### src/rtl/cu_config_loader_if.sv
// cu_config_loader_if: config word stream, field outputs and run handshake of the loader
interface cu_config_loader_if #(parameter int W = 7);
   logic          io_in_valid;
   logic          io_in_ready;
   logic [W-1:0]  io_in_data;
   logic          io_config_enable;
   logic          io_rmux0;
   logic          io_rmux1;
   logic          io_opA_isLocal;
   logic          io_opB_isLocal;
   logic [W-1:0]  io_opcode;
   logic [W-1:0]  io_opA_local;
   logic [W-1:0]  io_opA_remote;
   logic [W-1:0]  io_opB_local;
   logic [W-1:0]  io_opB_remote;
   logic [W-1:0]  io_result;
   logic          io_enable;
   logic          io_done;
   logic          io_finished;
   logic [15:0]   io_cycles;
   modport master (
      output io_in_valid, io_in_data, io_done,
      input  io_in_ready, io_config_enable, io_rmux0, io_rmux1, io_opA_isLocal, io_opB_isLocal,
             io_opcode, io_opA_local, io_opA_remote, io_opB_local, io_opB_remote, io_result,
             io_enable, io_finished, io_cycles
   );
   modport slave (
      input  io_in_valid, io_in_data, io_done,
      output io_in_ready, io_config_enable, io_rmux0, io_rmux1, io_opA_isLocal, io_opB_isLocal,
             io_opcode, io_opA_local, io_opA_remote, io_opB_local, io_opB_remote, io_result,
             io_enable, io_finished, io_cycles
   );
endinterface

### src/rtl/cu_config_loader.sv
// cu_config_loader: loads a 7-word config, commits it, runs the compute unit and times the run
module cu_config_loader #(parameter int W = 7) (
   input  logic              clk,
   input  logic              reset,
   cu_config_loader_if.slave bus
);
   typedef enum logic [2:0] {IDLE, LOAD, COMMIT, RUN, FINISH} state_t;
   state_t        state_q, state_d;
   logic [2:0]    idx_q, idx_d;
   logic [3:0]    flags_sh_q, flags_q;
   logic [W-1:0]  sh_q  [1:6];
   logic [W-1:0]  out_q [1:6];
   logic [15:0]   cnt_q, cycles_q;
   logic          accept;
   assign bus.io_in_ready      = (state_q == IDLE) || (state_q == LOAD);
   assign accept               = bus.io_in_valid && bus.io_in_ready;
   assign bus.io_config_enable = state_q == COMMIT;
   assign bus.io_enable        = state_q == RUN;
   assign bus.io_finished      = state_q == FINISH;
   assign bus.io_cycles        = cycles_q;
   assign bus.io_rmux0         = flags_q[0];
   assign bus.io_rmux1         = flags_q[1];
   assign bus.io_opA_isLocal   = flags_q[2];
   assign bus.io_opB_isLocal   = flags_q[3];
   assign bus.io_opcode        = out_q[1];
   assign bus.io_opA_local     = out_q[2];
   assign bus.io_opA_remote    = out_q[3];
   assign bus.io_opB_local     = out_q[4];
   assign bus.io_opB_remote    = out_q[5];
   assign bus.io_result        = out_q[6];
   // state and word index registers
   always_ff @(posedge clk) begin
      if (reset) begin
         state_q <= IDLE;
         idx_q   <= '0;
      end else begin
         state_q <= state_d;
         idx_q   <= idx_d;
      end
   end
   // sequencing: word acceptance, commit strobe, run until io_done, finish pulse
   always_comb begin
      state_d = state_q;
      idx_d   = idx_q;
      unique case (state_q)
         IDLE: if (accept) begin
            state_d = LOAD;
            idx_d   = 3'd1;
         end
         LOAD: if (accept) begin
            idx_d   = idx_q + 3'd1;
            state_d = (idx_q == 3'd6) ? COMMIT : LOAD;
         end
         COMMIT: state_d = RUN;
         RUN:    state_d = bus.io_done ? FINISH : RUN;
         FINISH: state_d = IDLE;
         default: state_d = IDLE;
      endcase
   end
   // shadow assembly, commit copy to outputs, saturating run counter and its latch
   always_ff @(posedge clk) begin
      if (reset) begin
         flags_sh_q <= '0;
         flags_q    <= '0;
         cnt_q      <= '0;
         cycles_q   <= '0;
         for (int i = 1; i <= 6; i++) begin
            sh_q[i]  <= '0;
            out_q[i] <= '0;
         end
      end else begin
         if (accept && state_q == IDLE) flags_sh_q <= bus.io_in_data[3:0];
         if (accept && state_q == LOAD) sh_q[idx_q] <= bus.io_in_data;
         if (state_q == COMMIT) begin
            flags_q <= flags_sh_q;
            cnt_q   <= '0;
            for (int i = 1; i <= 6; i++) out_q[i] <= sh_q[i];
         end
         if (state_q == RUN && cnt_q != 16'hFFFF) cnt_q <= cnt_q + 16'd1;
         if (state_q == FINISH) cycles_q <= cnt_q;
      end
   end
endmodule

### src/flat_wrapper.sv
// flat-port wrapper written by rule: the top's interface ports become plain ports
module cu_config_loader_flat 
#(parameter int W = 7)
  (clk, reset, bus_io_in_valid, bus_io_in_data, bus_io_done, bus_io_in_ready, bus_io_config_enable, bus_io_rmux0, bus_io_rmux1, bus_io_opA_isLocal, bus_io_opB_isLocal, bus_io_opcode, bus_io_opA_local, bus_io_opA_remote, bus_io_opB_local, bus_io_opB_remote, bus_io_result, bus_io_enable, bus_io_finished, bus_io_cycles);
  cu_config_loader_if #(.W(W)) bus_i ();
  input  logic clk;
  input  logic reset;
  input wire logic [$bits(bus_i.io_in_valid)-1:0] bus_io_in_valid;
  input wire logic [$bits(bus_i.io_in_data)-1:0] bus_io_in_data;
  input wire logic [$bits(bus_i.io_done)-1:0] bus_io_done;
  output wire logic [$bits(bus_i.io_in_ready)-1:0] bus_io_in_ready;
  output wire logic [$bits(bus_i.io_config_enable)-1:0] bus_io_config_enable;
  output wire logic [$bits(bus_i.io_rmux0)-1:0] bus_io_rmux0;
  output wire logic [$bits(bus_i.io_rmux1)-1:0] bus_io_rmux1;
  output wire logic [$bits(bus_i.io_opA_isLocal)-1:0] bus_io_opA_isLocal;
  output wire logic [$bits(bus_i.io_opB_isLocal)-1:0] bus_io_opB_isLocal;
  output wire logic [$bits(bus_i.io_opcode)-1:0] bus_io_opcode;
  output wire logic [$bits(bus_i.io_opA_local)-1:0] bus_io_opA_local;
  output wire logic [$bits(bus_i.io_opA_remote)-1:0] bus_io_opA_remote;
  output wire logic [$bits(bus_i.io_opB_local)-1:0] bus_io_opB_local;
  output wire logic [$bits(bus_i.io_opB_remote)-1:0] bus_io_opB_remote;
  output wire logic [$bits(bus_i.io_result)-1:0] bus_io_result;
  output wire logic [$bits(bus_i.io_enable)-1:0] bus_io_enable;
  output wire logic [$bits(bus_i.io_finished)-1:0] bus_io_finished;
  output wire logic [$bits(bus_i.io_cycles)-1:0] bus_io_cycles;
  assign bus_i.io_in_valid = bus_io_in_valid;
  assign bus_i.io_in_data = bus_io_in_data;
  assign bus_i.io_done = bus_io_done;
  assign bus_io_in_ready = bus_i.io_in_ready;
  assign bus_io_config_enable = bus_i.io_config_enable;
  assign bus_io_rmux0 = bus_i.io_rmux0;
  assign bus_io_rmux1 = bus_i.io_rmux1;
  assign bus_io_opA_isLocal = bus_i.io_opA_isLocal;
  assign bus_io_opB_isLocal = bus_i.io_opB_isLocal;
  assign bus_io_opcode = bus_i.io_opcode;
  assign bus_io_opA_local = bus_i.io_opA_local;
  assign bus_io_opA_remote = bus_i.io_opA_remote;
  assign bus_io_opB_local = bus_i.io_opB_local;
  assign bus_io_opB_remote = bus_i.io_opB_remote;
  assign bus_io_result = bus_i.io_result;
  assign bus_io_enable = bus_i.io_enable;
  assign bus_io_finished = bus_i.io_finished;
  assign bus_io_cycles = bus_i.io_cycles;
  cu_config_loader #(.W(W)) u_core (.clk(clk), .reset(reset), .bus(bus_i));
endmodule
### config.mk
export PLATFORM = sky130hd
export DESIGN_NAME = cu_config_loader_flat
export DESIGN_NICKNAME = d
export VERILOG_FILES = /design/src/rtl/cu_config_loader_if.sv /design/src/rtl/cu_config_loader.sv /design/src/flat_wrapper.sv
export SDC_FILE = /design/constraint.sdc
export NUM_CORES = 1
export LEC_CHECK = 0
export ABC_AREA = 0
export ABC_CLOCK_PERIOD_IN_PS = 3900
export BUFFER_PORTS_ARGS = -buffer_cell sky130_fd_sc_hd__buf_4
export CORE_ASPECT_RATIO = 0.75
export CORE_MARGIN = 5
export CORE_UTILIZATION = 40
export DETAILED_ROUTE_END_ITERATION = 16
export SYNTH_ARGS = -nofsm -noshare
export SYNTH_HDL_FRONTEND = slang
export SYNTH_SLANG_ARGS = --single-unit
### constraint.sdc
create_clock -name clk -period 3.9 [get_ports clk]
set_clock_uncertainty 0.2 [all_clocks]
set_input_delay 0.78 -clock clk [delete_from_list [all_inputs] [get_ports clk]]
set_output_delay 0.78 -clock clk [all_outputs]
set_load 0.005 [all_outputs]
==> impl_metrics.prom, run 1 <==
# TYPE chip_impl_metric gauge
chip_impl_metric{name="clk_path_buf_depth",unit=""} 2
chip_impl_metric{name="synth.cell_area",unit="sq um"} 5360
chip_impl_metric{name="setup_viol",unit=""} 0
chip_impl_metric{name="place_inst",unit=""} 695
chip_impl_metric{name="pin_count_of_the_biggest_net_entering_global_routing",unit=""} 57
chip_impl_metric{name="std_cell_rows",unit=""} 36
chip_impl_metric{name="globalRouteOverflowTotal",unit=""} 0
chip_impl_metric{name="reported_max_cap_violation_count",unit=""} 0
chip_impl_metric{name="layout_min_cycle_time",unit="ns"} 2.97
chip_impl_metric{name="routabilityCongestion",unit=""} 0.849
chip_impl_metric{name="power_density",unit="nW/um^2"} 458
chip_impl_metric{name="wirelength",unit="mm"} 11.7
chip_impl_metric{name="cell_area_after_placement",unit="sq um"} 6130
chip_impl_metric{name="residual_antenna_violating_net_count_after_detailed_routing",unit=""} 0
chip_impl_metric{name="seq_power_share",unit="%"} 49.5
chip_impl_metric{name="worst_setup_hold_path_clk_slew",unit="ns"} 0.06
chip_impl_metric{name="ir_drop",unit="uV"} 287
chip_impl_metric{name="path_max_fanout",unit=""} 14
chip_impl_metric{name="floorplan.core_area",unit="sq um"} 13100
chip_impl_metric{name="syn-mean-instance-area",unit="sq um"} 11.5
chip_impl_metric{name="detailroute.via_count",unit=""} 3723
chip_impl_metric{name="synth_edf_count",unit=""} 84
chip_impl_metric{name="number_of_antenna_violations_at_the_first_check_in_global_routing",unit=""} 0
chip_impl_metric{name="postSynth.asyncResetShare",unit="%"} 0
chip_impl_metric{name="share_comb_of_total_power",unit="%"} 3.4
chip_impl_metric{name="synthToLayoutAreaGrowth",unit="%"} 24.3
chip_impl_metric{name="htree_levels",unit=""} 4
chip_impl_metric{name="worst_ep_required_time",unit="ns"} 2.92
chip_impl_metric{name="post_cts_resize_count",unit=""} 0
chip_impl_metric{name="synth.yosys.seq_area_share",unit="%"} 64.2
chip_impl_metric{name="nNetsFinal",unit=""} 557
chip_impl_metric{name="number_of_antenna_repair_diodes",unit=""} 0
chip_impl_metric{name="placement.io_buffers",unit=""} 76
chip_impl_metric{name="critPathArrivalTime",unit="ns"} 1.99
chip_impl_info{name="synth.top_cells.by_area",value="sky130_fd_sc_hd__edfxtp_1 (47%), sky130_fd_sc_hd__dfxtp_1 (17%), sky130_fd_sc_hd__and3_1 (5.1%)"} 1
chip_impl_metric{name="finalInstanceArea",unit="sq um"} 6670
chip_impl_metric{name="first_pass_grt_wire_length",unit="mm"} 19.2
chip_impl_metric{name="wl_per_cell",unit="um"} 16.2
chip_impl_metric{name="final.setup.worst_slack",unit="ns"} 0.926
chip_impl_info{name="tritoncts",value="built"} 1
chip_impl_info{name="timing.critical_path.to_type",value="output port"} 1
chip_impl_metric{name="cts_buffers",unit=""} 17
chip_impl_metric{name="postCtsHoldBufs",unit=""} 0
chip_impl_metric{name="place.detailed.hpwl",unit="mm"} 8.02
chip_impl_metric{name="leakage",unit="nW"} 2.64
chip_impl_metric{name="top_level_ports",unit=""} 77
chip_impl_info{name="rsz0062_at_grt",value="false"} 1
chip_impl_metric{name="post_cts_buffers",unit=""} 0
chip_impl_info{name="setup.worst_path.class",value="reg -> out"} 1
chip_impl_metric{name="global_route.usage.total",unit="%"} 15.9
chip_impl_metric{name="p_clk_share",unit="%"} 47.1
chip_impl_metric{name="drive_gt1_share",unit="%"} 24.0
chip_impl_metric{name="syn_nets",unit=""} 479
chip_impl_metric{name="worst-slew-pin-transition",unit="ns"} 0.795
chip_impl_info{name="outcome",value="finished, final reports clean"} 1
chip_impl_metric{name="internal_power",unit="mW"} 2.41
chip_impl_metric{name="drt-vias-per-instance",unit=""} 5.13
chip_impl_metric{name="dieHeight",unit="um"} 110
chip_impl_metric{name="synth_top_area_share",unit="%"} 47.0
chip_impl_metric{name="swShare",unit="%"} 21.2
chip_impl_metric{name="synth_cell_types",unit=""} 51
chip_impl_metric{name="flip_flop_and_latch_count_after_synthesis",unit=""} 130
chip_impl_info{name="holdCritPathClass",value="reg -> reg"} 1
chip_impl_metric{name="pre_cts_ws",unit="ns"} 1.14
chip_impl_metric{name="finalSetupTns",unit="ns"} 0
chip_impl_metric{name="die_area",unit="sq um"} 15800
chip_impl_metric{name="final_standard_cell_count_with_taps_included_and_fillers_excluded",unit=""} 726
chip_impl_metric{name="floorplan.initialDensity",unit="%"} 41.1
chip_impl_metric{name="syn_inst",unit=""} 465
chip_impl_metric{name="power_switching",unit="uW"} 646
chip_impl_metric{name="yosysWarnings",unit=""} 0
chip_impl_metric{name="drt_iter0_markers",unit=""} 263
chip_impl_metric{name="timing.fmax",unit="GHz"} 0.336
chip_impl_metric{name="detail_route.drc_violations",unit=""} 0
chip_impl_metric{name="slew_viol_final",unit=""} 0
chip_impl_info{name="cts_root_buf",value="sky130_fd_sc_hd__clkbuf_16"} 1
chip_impl_metric{name="grt_pass1_vias",unit=""} 3640
chip_impl_metric{name="maxSlewHeadroom",unit="%"} 46.6
chip_impl_info{name="yosys_most_used_dff",value="sky130_fd_sc_hd__edfxtp_1"} 1
chip_impl_metric{name="timing.final.crit_share",unit="%"} 76.3
chip_impl_info{name="yosys.area.top_type",value="sky130_fd_sc_hd__edfxtp_1"} 1
chip_impl_metric{name="clock_sink_count",unit=""} 130
chip_impl_metric{name="hold_violations",unit=""} 0
chip_impl_metric{name="width_of_the_die",unit="um"} 144
chip_impl_info{name="leading_post_synthesis_cells_by_instance_count",value="sky130_fd_sc_hd__edfxtp_1 (84), sky130_fd_sc_hd__nand2_1 (60), sky130_fd_sc_hd__dfxtp_1 (46), sky130_fd_sc_hd__and3_1 (44), sky130_fd_sc_hd__and2_1 (42)"} 1
chip_impl_metric{name="clk_lat_worst_skew",unit="ns"} 0.41
chip_impl_metric{name="p_total",unit="mW"} 3.05
chip_impl_info{name="critPathLaunchType",value="flip-flop"} 1
chip_impl_metric{name="firstDrtPassIters",unit=""} 4
chip_impl_info{name="synth_most_common_cell",value="sky130_fd_sc_hd__edfxtp_1"} 1
## routing by layer
metal  track usage [%]  vias up  part of all wire [%]
met2              23.5       98                    45
met4              6.45        0                   1.0
met1              22.4     1767                    48
met3              4.10        8                   5.8
met5                 0        -                     0
li1                  -     1850                     -
## state kept, by name, summed over array words and instances (netlist names)
register              flops
u_core.flags_sh_q         4
u_core.cnt_q             16
u_core.flags_q            4
u_core.idx_q              3
u_core.out_q             42
u_core.bus.io_cycles     16
u_core.sh_q              42
u_core.state_q            3
## area by class of cell
class | instances | area, sq um
clock buffer | 18 | 429
clock inverter | 13 | 114
fill | 1171 | 6390
inverter | 11 | 41.3
multi-input combinational | 295 | 1750
sequential | 130 | 3440
tap | 171 | 214
timing repair buffer | 88 | 673
## logic make-up (layout without fill, tap and decap cells)
logic type / count (synthesis) / after routing / synth area share [%]
AO/OA/AOI/OAI: 74 / 74 / 8.42
buffers and inverters: 40 / 130 / 3.15
flip-flops: 130 / 130 / 64.2
AND/OR/NAND/NOR: 218 / 218 / 23.5
adder cells (fa/ha/maj): 3 / 3 / 0.700
## path summary, 6_finish.rpt
path,slack (ns),from,cells after the start,to
max,0.93,u_core.state_q[1]$_SDFFE_PP0P_,4,bus_io_config_enable
min,0.25,u_core.bus.io_cycles[3]$_SDFFE_PP0P_,2,u_core.bus.io_cycles[3]$_SDFFE_PP0P_
max reg2reg,1.27,u_core.cnt_q[0]$_SDFFE_PP0P_,5,u_core.cnt_q[6]$_SDFFE_PP0P_
min reg2reg,0.25,u_core.bus.io_cycles[3]$_SDFFE_PP0P_,2,u_core.bus.io_cycles[3]$_SDFFE_PP0P_
## power by group through the flow
stage / registers, mW / logic, mW / clock network [mW]
detailed placement: 1.54 / 0.105 / 0
floorplan: 1.54 / 0.0427 / 0
global route: 1.51 / 0.114 / 1.54
finish: 1.51 / 0.103 / 1.44
CTS: 1.51 / 0.106 / 1.47
global placement: 1.54 / 0.103 / 0
## critical path, stage by stage, from the launching register on
cell,delay [ns]
sky130_fd_sc_hd__dfxtp_1,0.47
sky130_fd_sc_hd__and2b_1,0.32
sky130_fd_sc_hd__nand2_1,0.41
sky130_fd_sc_hd__inv_1,0.24
sky130_fd_sc_hd__buf_4,0.14
## placed cells by master, fill, tap and decap left out, types with 4 or more instances in the layout
cell type	count
sky130_fd_sc_hd__buf_4	87
sky130_fd_sc_hd__edfxtp_1	84
sky130_fd_sc_hd__nand2_1	59
sky130_fd_sc_hd__dfxtp_1	46
sky130_fd_sc_hd__and3_1	44
sky130_fd_sc_hd__and2_1	42
sky130_fd_sc_hd__a21oi_1	33
sky130_fd_sc_hd__clkbuf_16	17
sky130_fd_sc_hd__o21ai_0	13
sky130_fd_sc_hd__nand3_1	11
sky130_fd_sc_hd__inv_1	9
sky130_fd_sc_hd__nor2_1	8
sky130_fd_sc_hd__or4_1	6
sky130_fd_sc_hd__nor2_2	5
sky130_fd_sc_hd__nor3_1	5
sky130_fd_sc_hd__nor4_1	5
sky130_fd_sc_hd__nand4_1	4
sky130_fd_sc_hd__o21ai_1	4
sky130_fd_sc_hd__o211ai_1	4
sky130_fd_sc_hd__clkinvlp_4	4
## per-stage QoR
| step | hold slack [ns] | utilization, % |
|---|---|---|
| 4_1_cts | 0.255 | 51.1 |
| 3_3_place_gp | 0.245 | 46.9 |
| 2_1_floorplan | 0.228 | - |
| 6_report | 0.254 | 51.1 |
| 5_1_grt | 0.274 | 51.1 |
| 3_5_place_dp | 0.247 | 46.9 |
No activity file was read; power rests on OpenSTA's default activity.
==> inputs of run 2 (changes only) <==
--- a/config.mk
+++ b/config.mk
@@ -6,7 +6,7 @@
 export NUM_CORES = 1
 export LEC_CHECK = 0
 export ABC_AREA = 0
-export ABC_CLOCK_PERIOD_IN_PS = 3900
+export ABC_CLOCK_PERIOD_IN_PS = 2400
 export BUFFER_PORTS_ARGS = -buffer_cell sky130_fd_sc_hd__buf_4
 export CORE_ASPECT_RATIO = 0.75
 export CORE_MARGIN = 5
==> constraint.sdc (replaced) <==
create_clock -name clk -period 2.4 [get_ports clk]
set_clock_uncertainty 0.2 [all_clocks]
set_input_delay 0.48 -clock clk [delete_from_list [all_inputs] [get_ports clk]]
set_output_delay 0.48 -clock clk [all_outputs]
set_load 0.005 [all_outputs]
==> run 2 against run 1 <==
Compared with the run above: clock-buffer cell count fell by 1; die area did not move; cell count rose by 2.8%; critical path depth rose by 1; global-route usage rose by 0.44 points; register-to-register slack got worse by 1.2 ns; final area rose by 2.8%.
==> impl_metrics.prom, run 2 (synthesis gave the netlist of run 1 again) <==
# TYPE chip_impl_metric gauge
chip_impl_metric{name="worst_reg_to_reg_setup_slack",unit="ns"} 0.12
chip_impl_metric{name="ir_drop",unit="uV"} 478
chip_impl_info{name="grt_busiest_layer",value="met2"} 1
chip_impl_metric{name="top_level_ports",unit=""} 77
chip_impl_metric{name="dieHeight",unit="um"} 110
chip_impl_metric{name="timing.final.crit_share",unit="%"} 95.0
chip_impl_metric{name="cell_area_after_placement",unit="sq um"} 6260
chip_impl_metric{name="drt_iter0_markers",unit=""} 325
chip_impl_metric{name="place.detailed.hpwl",unit="mm"} 8.62
chip_impl_info{name="outcome",value="finished, final reports clean"} 1
chip_impl_metric{name="postCtsHoldBufs",unit=""} 0
chip_impl_metric{name="number_of_antenna_violations_at_the_first_check_in_global_routing",unit=""} 1
chip_impl_metric{name="width_of_the_die",unit="um"} 144
chip_impl_metric{name="global_route.usage.total",unit="%"} 16.3
chip_impl_metric{name="maxSlewHeadroom",unit="%"} 66.9
chip_impl_metric{name="worst-slew-pin-transition",unit="ns"} 0.493
chip_impl_metric{name="std_cell_rows",unit=""} 36
chip_impl_metric{name="p_clk_share",unit="%"} 48.9
chip_impl_metric{name="globalRouteOverflowTotal",unit=""} 0
chip_impl_metric{name="share_comb_of_total_power",unit="%"} 3.4
chip_impl_metric{name="critPathArrivalTime",unit="ns"} 2.36
chip_impl_metric{name="htree_levels",unit=""} 4
chip_impl_metric{name="residual_antenna_violating_net_count_after_detailed_routing",unit=""} 0
chip_impl_metric{name="met3_use_gr",unit="%"} 4.92
chip_impl_metric{name="clk_path_buf_depth",unit=""} 2
chip_impl_metric{name="timing.fmax",unit="GHz"} 0.439
chip_impl_metric{name="layout_min_cycle_time",unit="ns"} 2.28
chip_impl_metric{name="power_density",unit="nW/um^2"} 750
chip_impl_metric{name="hold_violations",unit=""} 0
chip_impl_info{name="timing.critical_path.to_type",value="flip-flop"} 1
chip_impl_metric{name="worst_ep_required_time",unit="ns"} 2.48
chip_impl_metric{name="cts_buffers",unit=""} 17
chip_impl_metric{name="slew_viol_final",unit=""} 0
chip_impl_metric{name="finalSetupTns",unit="ns"} 0
chip_impl_metric{name="floorplan.core_area",unit="sq um"} 13100
chip_impl_metric{name="drt-vias-per-instance",unit=""} 5.15
chip_impl_info{name="cts_root_buf",value="sky130_fd_sc_hd__clkbuf_16"} 1
chip_impl_metric{name="finalInstanceArea",unit="sq um"} 6860
chip_impl_metric{name="swShare",unit="%"} 21.5
chip_impl_metric{name="fillerInstances",unit=""} 1178
chip_impl_metric{name="routabilityCongestion",unit=""} 0.914
chip_impl_metric{name="detailroute.via_count",unit=""} 3845
chip_impl_metric{name="clk_lat_worst_skew",unit="ns"} 0.41
chip_impl_metric{name="placement.io_buffers",unit=""} 76
chip_impl_metric{name="seq_power_share",unit="%"} 47.7
chip_impl_info{name="tritoncts",value="built"} 1
chip_impl_metric{name="die_area",unit="sq um"} 15800
chip_impl_metric{name="place_inst",unit=""} 713
chip_impl_info{name="layout.cells.most_common",value="sky130_fd_sc_hd__buf_4"} 1
chip_impl_metric{name="firstDrtPassIters",unit=""} 4
chip_impl_metric{name="setup_viol",unit=""} 0
chip_impl_metric{name="number_of_antenna_repair_diodes",unit=""} 0
chip_impl_metric{name="clock_sink_count",unit=""} 130
chip_impl_metric{name="internal_power",unit="mW"} 4.04
chip_impl_metric{name="first_pass_grt_wire_length",unit="mm"} 19.8
chip_impl_metric{name="synthToLayoutAreaGrowth",unit="%"} 27.8
chip_impl_metric{name="drive_gt1_share",unit="%"} 27.3
chip_impl_metric{name="nNetsFinal",unit=""} 576
chip_impl_metric{name="final_standard_cell_count_with_taps_included_and_fillers_excluded",unit=""} 746
chip_impl_info{name="critPathLaunchType",value="flip-flop"} 1
chip_impl_metric{name="power_switching",unit="mW"} 1.11
chip_impl_metric{name="detail_route.drc_violations",unit=""} 0
chip_impl_metric{name="wirelength",unit="mm"} 12.1
chip_impl_metric{name="reported_max_cap_violation_count",unit=""} 0
chip_impl_metric{name="leakage",unit="nW"} 2.76
chip_impl_info{name="top_regs",value="u_core.out_q (42), u_core.sh_q (42)"} 1
chip_impl_metric{name="floorplan.initialDensity",unit="%"} 41.1
chip_impl_metric{name="grt_pass1_vias",unit=""} 3754
chip_impl_info{name="rsz0062_at_grt",value="false"} 1
chip_impl_metric{name="pin_count_of_the_biggest_net_entering_global_routing",unit=""} 46
chip_impl_metric{name="grtUsageMet1",unit="%"} 22.4
chip_impl_metric{name="path_max_fanout",unit=""} 7
chip_impl_info{name="layout.cells.most_common_list",value="sky130_fd_sc_hd__buf_4 (106), sky130_fd_sc_hd__edfxtp_1 (84), sky130_fd_sc_hd__nand2_1 (58)"} 1
chip_impl_metric{name="wl_per_cell",unit="um"} 16.3
chip_impl_metric{name="groute.layer.met2.usage",unit="%"} 25.3
chip_impl_info{name="setup.worst_path.class",value="reg -> reg"} 1
chip_impl_metric{name="worst_setup_hold_path_clk_slew",unit="ns"} 0.06
chip_impl_info{name="holdCritPathClass",value="in -> reg"} 1
run 2: through the flow:
stage / utilization (%) / hold slack [ns] / setup slack, ns / total power, mW
floorplan: - / 0.228 / -0.177 / 2.57
global placement: 47.9 / 0.240 / 0.125 / 2.67
detailed placement: 47.9 / 0.247 / 0.0961 / 2.68
CTS: 52.4 / 0.173 / 0.0261 / 5.19
global route: 52.5 / 0.180 / 0.0223 / 5.34
finish: 52.5 / 0.186 / 0.120 / 5.15
run 2: worst paths after layout:
check	from	end	cells past startpoint
setup reg to reg	u_core.cnt_q[0]$_SDFFE_PP0P_	u_core.cnt_q[13]$_SDFFE_PP0P_	5
hold reg to reg	u_core.flags_sh_q[0]$_SDFFE_PP0P_	u_core.flags_q[0]$_SDFFE_PP0P_	2
hold / removal	bus_io_in_data[3]	u_core.flags_sh_q[3]$_SDFFE_PP0P_	3
setup / recovery	u_core.cnt_q[0]$_SDFFE_PP0P_	u_core.cnt_q[13]$_SDFFE_PP0P_	5
run 2: repair_timing:
item,CTS,global route
hold endpoints to repair,0,0
setup buffers,0,1
pin swaps,0,1
endpoints found under the setup margin,1,4
gates resized for setup,1,1
run 2: worst max-delay path, cell delays in order (launching register included):
cell                       delay, ns
sky130_fd_sc_hd__dfxtp_1        0.34
sky130_fd_sc_hd__ha_1           0.26
sky130_fd_sc_hd__nand4_2        0.25
sky130_fd_sc_hd__or4_1          0.78
sky130_fd_sc_hd__nand2_4        0.20
sky130_fd_sc_hd__o221ai_1       0.11
run 2: power by group through the flow:
| stage | registers (mW) | logic, mW | clock network (mW) |
|---|---|---|---|
| floorplan | 2.50 | 0.0701 | 0 |
| global placement | 2.50 | 0.175 | 0 |
| detailed placement | 2.50 | 0.179 | 0 |
| CTS | 2.45 | 0.180 | 2.56 |
| global route | 2.46 | 0.195 | 2.69 |
| finish | 2.45 | 0.176 | 2.52 |
run 2: area by class of cell:
cell class	count	area [sq um]	area share, %
sequential	130	3440	50.2
multi-input combinational	295	1760	25.6
timing repair buffer	107	816	11.9
clock buffer	17	425	6.20
tap	171	214	3.12
clock inverter	15	159	2.32
inverter	11	42.5	0.620
run 2: metal layers:
metal  part of all wire, %  vias up  wire length, um
met5                     0        -                0
met4                   1.1        0              132
met3                   6.4        8              778
met2                    47       93             5670
met1                    46     1853             5570
li1                      -     1891                -
==> inputs of run 3 (changes only) <==
--- a/config.mk
+++ b/config.mk
@@ -12,6 +12,7 @@
 export CORE_MARGIN = 5
 export CORE_UTILIZATION = 40
 export DETAILED_ROUTE_END_ITERATION = 16
+export PLACE_DENSITY = 0.66
 export SYNTH_ARGS = -nofsm -noshare
 export SYNTH_HDL_FRONTEND = slang
 export SYNTH_SLANG_ARGS = --single-unit
==> run 3 against run 2 <==
Compared with the run above: critical path depth stayed put; clock-buffer cell count rose by 1; sequential cell count stayed put; via count about the same; sequential power about the same; power grew 2.7%; worst setup slack improved by 0.038 ns; non-clock buffer count increased by 1; combinational power fell by 3%; routed wire length fell by 1.8%; highest routed layer unchanged.
==> impl_metrics.prom, run 3 (synthesis gave the netlist of run 1 again) <==
# TYPE chip_impl_metric gauge
chip_impl_metric{name="worst_setup_hold_path_clk_slew",unit="ns"} 0.06
chip_impl_metric{name="post_cts_buffers",unit=""} 0
chip_impl_metric{name="detail_route.drc_violations",unit=""} 0
chip_impl_metric{name="layout_min_cycle_time",unit="ns"} 2.24
chip_impl_metric{name="wl_per_cell",unit="um"} 16.0
chip_impl_metric{name="detailroute.via_count",unit=""} 3843
chip_impl_metric{name="worst-slew-pin-transition",unit="ns"} 0.432
chip_impl_metric{name="met3_use_gr",unit="%"} 5.05
chip_impl_metric{name="clk_lat_worst_skew",unit="ns"} 0.41
chip_impl_metric{name="global_route.usage.total",unit="%"} 16.1
chip_impl_metric{name="dieHeight",unit="um"} 110
chip_impl_metric{name="worst_ep_required_time",unit="ns"} 2.49
chip_impl_metric{name="width_of_the_die",unit="um"} 144
chip_impl_metric{name="hold_violations",unit=""} 0
chip_impl_metric{name="routabilityCongestion",unit=""} 0.892
chip_impl_metric{name="place.detailed.hpwl",unit="mm"} 8.43
chip_impl_metric{name="htree_levels",unit=""} 4
chip_impl_metric{name="slew_viol_final",unit=""} 0
chip_impl_metric{name="cts_buffers",unit=""} 17
chip_impl_metric{name="number_of_antenna_violations_at_the_first_check_in_global_routing",unit=""} 0
chip_impl_metric{name="worst_hold_slack",unit="ns"} 0.168
chip_impl_info{name="cts_root_buf",value="sky130_fd_sc_hd__clkbuf_16"} 1
chip_impl_metric{name="timing.final.crit_share",unit="%"} 93.4
chip_impl_info{name="timing.critical_path.cells",value="ha_1 > nand4_2 > or4_1 > nand2_4 > o221ai_1"} 1
chip_impl_metric{name="placement.io_buffers",unit=""} 76
chip_impl_info{name="rsz0062_at_grt",value="false"} 1
chip_impl_metric{name="drive_gt1_share",unit="%"} 27.5
chip_impl_metric{name="groute.layer.met2.usage",unit="%"} 23.3
chip_impl_info{name="timing.critical_path.to_type",value="flip-flop"} 1
chip_impl_metric{name="synthToLayoutAreaGrowth",unit="%"} 28.5
chip_impl_metric{name="wirelength",unit="mm"} 11.9
chip_impl_metric{name="top_level_ports",unit=""} 77
chip_impl_info{name="holdCritPathClass",value="in -> reg"} 1
chip_impl_metric{name="ir_drop",unit="uV"} 442
chip_impl_metric{name="clk_path_buf_depth",unit=""} 2
chip_impl_info{name="layout.cells.most_common_list",value="sky130_fd_sc_hd__buf_4 (108), sky130_fd_sc_hd__edfxtp_1 (84), sky130_fd_sc_hd__nand2_1 (58)"} 1
chip_impl_metric{name="first_pass_grt_wire_length",unit="mm"} 19.5
chip_impl_metric{name="std_cell_rows",unit=""} 36
chip_impl_metric{name="worstPathBufferInverterCount",unit=""} 0
chip_impl_info{name="layout.cells.most_common",value="sky130_fd_sc_hd__buf_4"} 1
chip_impl_metric{name="firstDrtPassIters",unit=""} 4
chip_impl_metric{name="die_area",unit="sq um"} 15800
chip_impl_metric{name="number_of_antenna_repair_diodes",unit=""} 0
chip_impl_metric{name="maxSlewHeadroom",unit="%"} 71.2
chip_impl_metric{name="delay_contributed_by_the_slowest_stage_of_the_critical_path",unit="ns"} 0.77
chip_impl_metric{name="leakage",unit="nW"} 2.78
chip_impl_metric{name="finalInstanceArea",unit="sq um"} 6890
chip_impl_metric{name="grtUsageMet1",unit="%"} 22.7
chip_impl_metric{name="setup_viol",unit=""} 0
chip_impl_metric{name="power_density",unit="nW/um^2"} 767
chip_impl_info{name="grt_busiest_layer",value="met2"} 1
chip_impl_metric{name="grt_pass1_vias",unit=""} 3749
chip_impl_metric{name="nNetsFinal",unit=""} 577
chip_impl_metric{name="cell_area_after_placement",unit="sq um"} 6260
chip_impl_metric{name="residual_antenna_violating_net_count_after_detailed_routing",unit=""} 0
chip_impl_metric{name="pin_count_of_the_biggest_net_entering_global_routing",unit=""} 31
chip_impl_metric{name="reported_max_cap_violation_count",unit=""} 0
chip_impl_metric{name="timing.fmax",unit="GHz"} 0.446
chip_impl_metric{name="globalRouteOverflowTotal",unit=""} 0
chip_impl_info{name="outcome",value="finished, final reports clean"} 1
chip_impl_info{name="critPathLaunchType",value="flip-flop"} 1
chip_impl_metric{name="critPathArrivalTime",unit="ns"} 2.33
chip_impl_metric{name="drt-vias-per-instance",unit=""} 5.15
chip_impl_info{name="cp_max_delay_cell",value="sky130_fd_sc_hd__or4_1"} 1
chip_impl_metric{name="path_max_fanout",unit=""} 7
chip_impl_info{name="tritoncts",value="built"} 1
chip_impl_metric{name="clock_sink_count",unit=""} 130
chip_impl_info{name="timing.critical_path.max_delay_family",value="simple AND/OR/NAND/NOR gates"} 1
chip_impl_metric{name="floorplan.core_area",unit="sq um"} 13100
chip_impl_metric{name="floorplan.initialDensity",unit="%"} 41.1
chip_impl_metric{name="drt_iter0_markers",unit=""} 243
chip_impl_info{name="setup.worst_path.class",value="reg -> reg"} 1
chip_impl_info{name="top_regs",value="u_core.out_q (42), u_core.sh_q (42)"} 1
[run 3: cell types whose count changed in the layout (fill, tap and decap cells not counted), moves of 2 or more]
| cell | previous run | this run |
|---|---|---|
| sky130_fd_sc_hd__buf_4 | 106 | 108 |
| sky130_fd_sc_hd__bufinv_16 | 2 | 4 |
| sky130_fd_sc_hd__clkinvlp_4 | 6 | 4 |
| sky130_fd_sc_hd__dfxtp_1 | 46 | 44 |
| sky130_fd_sc_hd__dfxtp_2 | 0 | 2 |
| sky130_fd_sc_hd__inv_6 | 4 | 1 |
[run 3: worst paths after layout]
kind	slack, ns	endpoint	from	depth (start not counted)
worst max-delay path	0.16	u_core.cnt_q[13]$_SDFFE_PP0P_	u_core.cnt_q[0]$_SDFFE_PP0P_	5
worst min-delay path	0.17	u_core.state_q[2]$_SDFFE_PP0P_	bus_io_done	3
worst max register to register	0.16	u_core.cnt_q[13]$_SDFFE_PP0P_	u_core.cnt_q[0]$_SDFFE_PP0P_	5
worst min register to register	0.25	u_core.flags_q[2]$_SDFFE_PP0P_	u_core.flags_sh_q[2]$_SDFFE_PP0P_	2
[run 3: tightest hold or removal path: stages]
cell	delay [ns]
sky130_fd_sc_hd__buf_4	0.12
sky130_fd_sc_hd__nand3_1	0.10
sky130_fd_sc_hd__nor2_1	0.04
[run 3: layer usage]
metal / share of wire (%) / wire [um]
met4: 0.94 / 112
met3: 6.2 / 745
met5: 0 / 0
met1: 48 / 5710
met2: 45 / 5370
[run 3: what timing repair did]
item / CTS / global route
resized for setup: 3 / 2
hold buffers: 0 / 0
cloned: 0 / 0
setup endpoints to repair: 1 / 1
[run 3: area by class of cell]
type / instances / area [sq um]
sequential: 130 / 3450
timing repair buffer: 108 / 811
fill: 1159 / 6170
multi-input combinational: 295 / 1760
clock inverter: 13 / 186
clock buffer: 18 / 429
tap: 171 / 214
inverter: 11 / 41.3
[run 3: power by group]
group          total (mW)  internal (mW)  switching [mW]
Sequential           2.45           2.43          0.0223
Clock                2.66           1.73           0.931
Combinational       0.170         0.0670           0.103
[run 3: stage by stage]
stage	util, %	TNS, ns	power [mW]	cells	worst slack [ns]
final	52.7	0	5.29	746	0.158
after global routing	52.7	0	5.46	746	0.0698
after CTS	52.7	0	5.32	746	0.0481
after detailed placement	48.0	0	2.67	715	0.108
after global placement	48.0	0	2.67	715	0.107
after floorplan	-	-2.48	2.57	465	-0.177
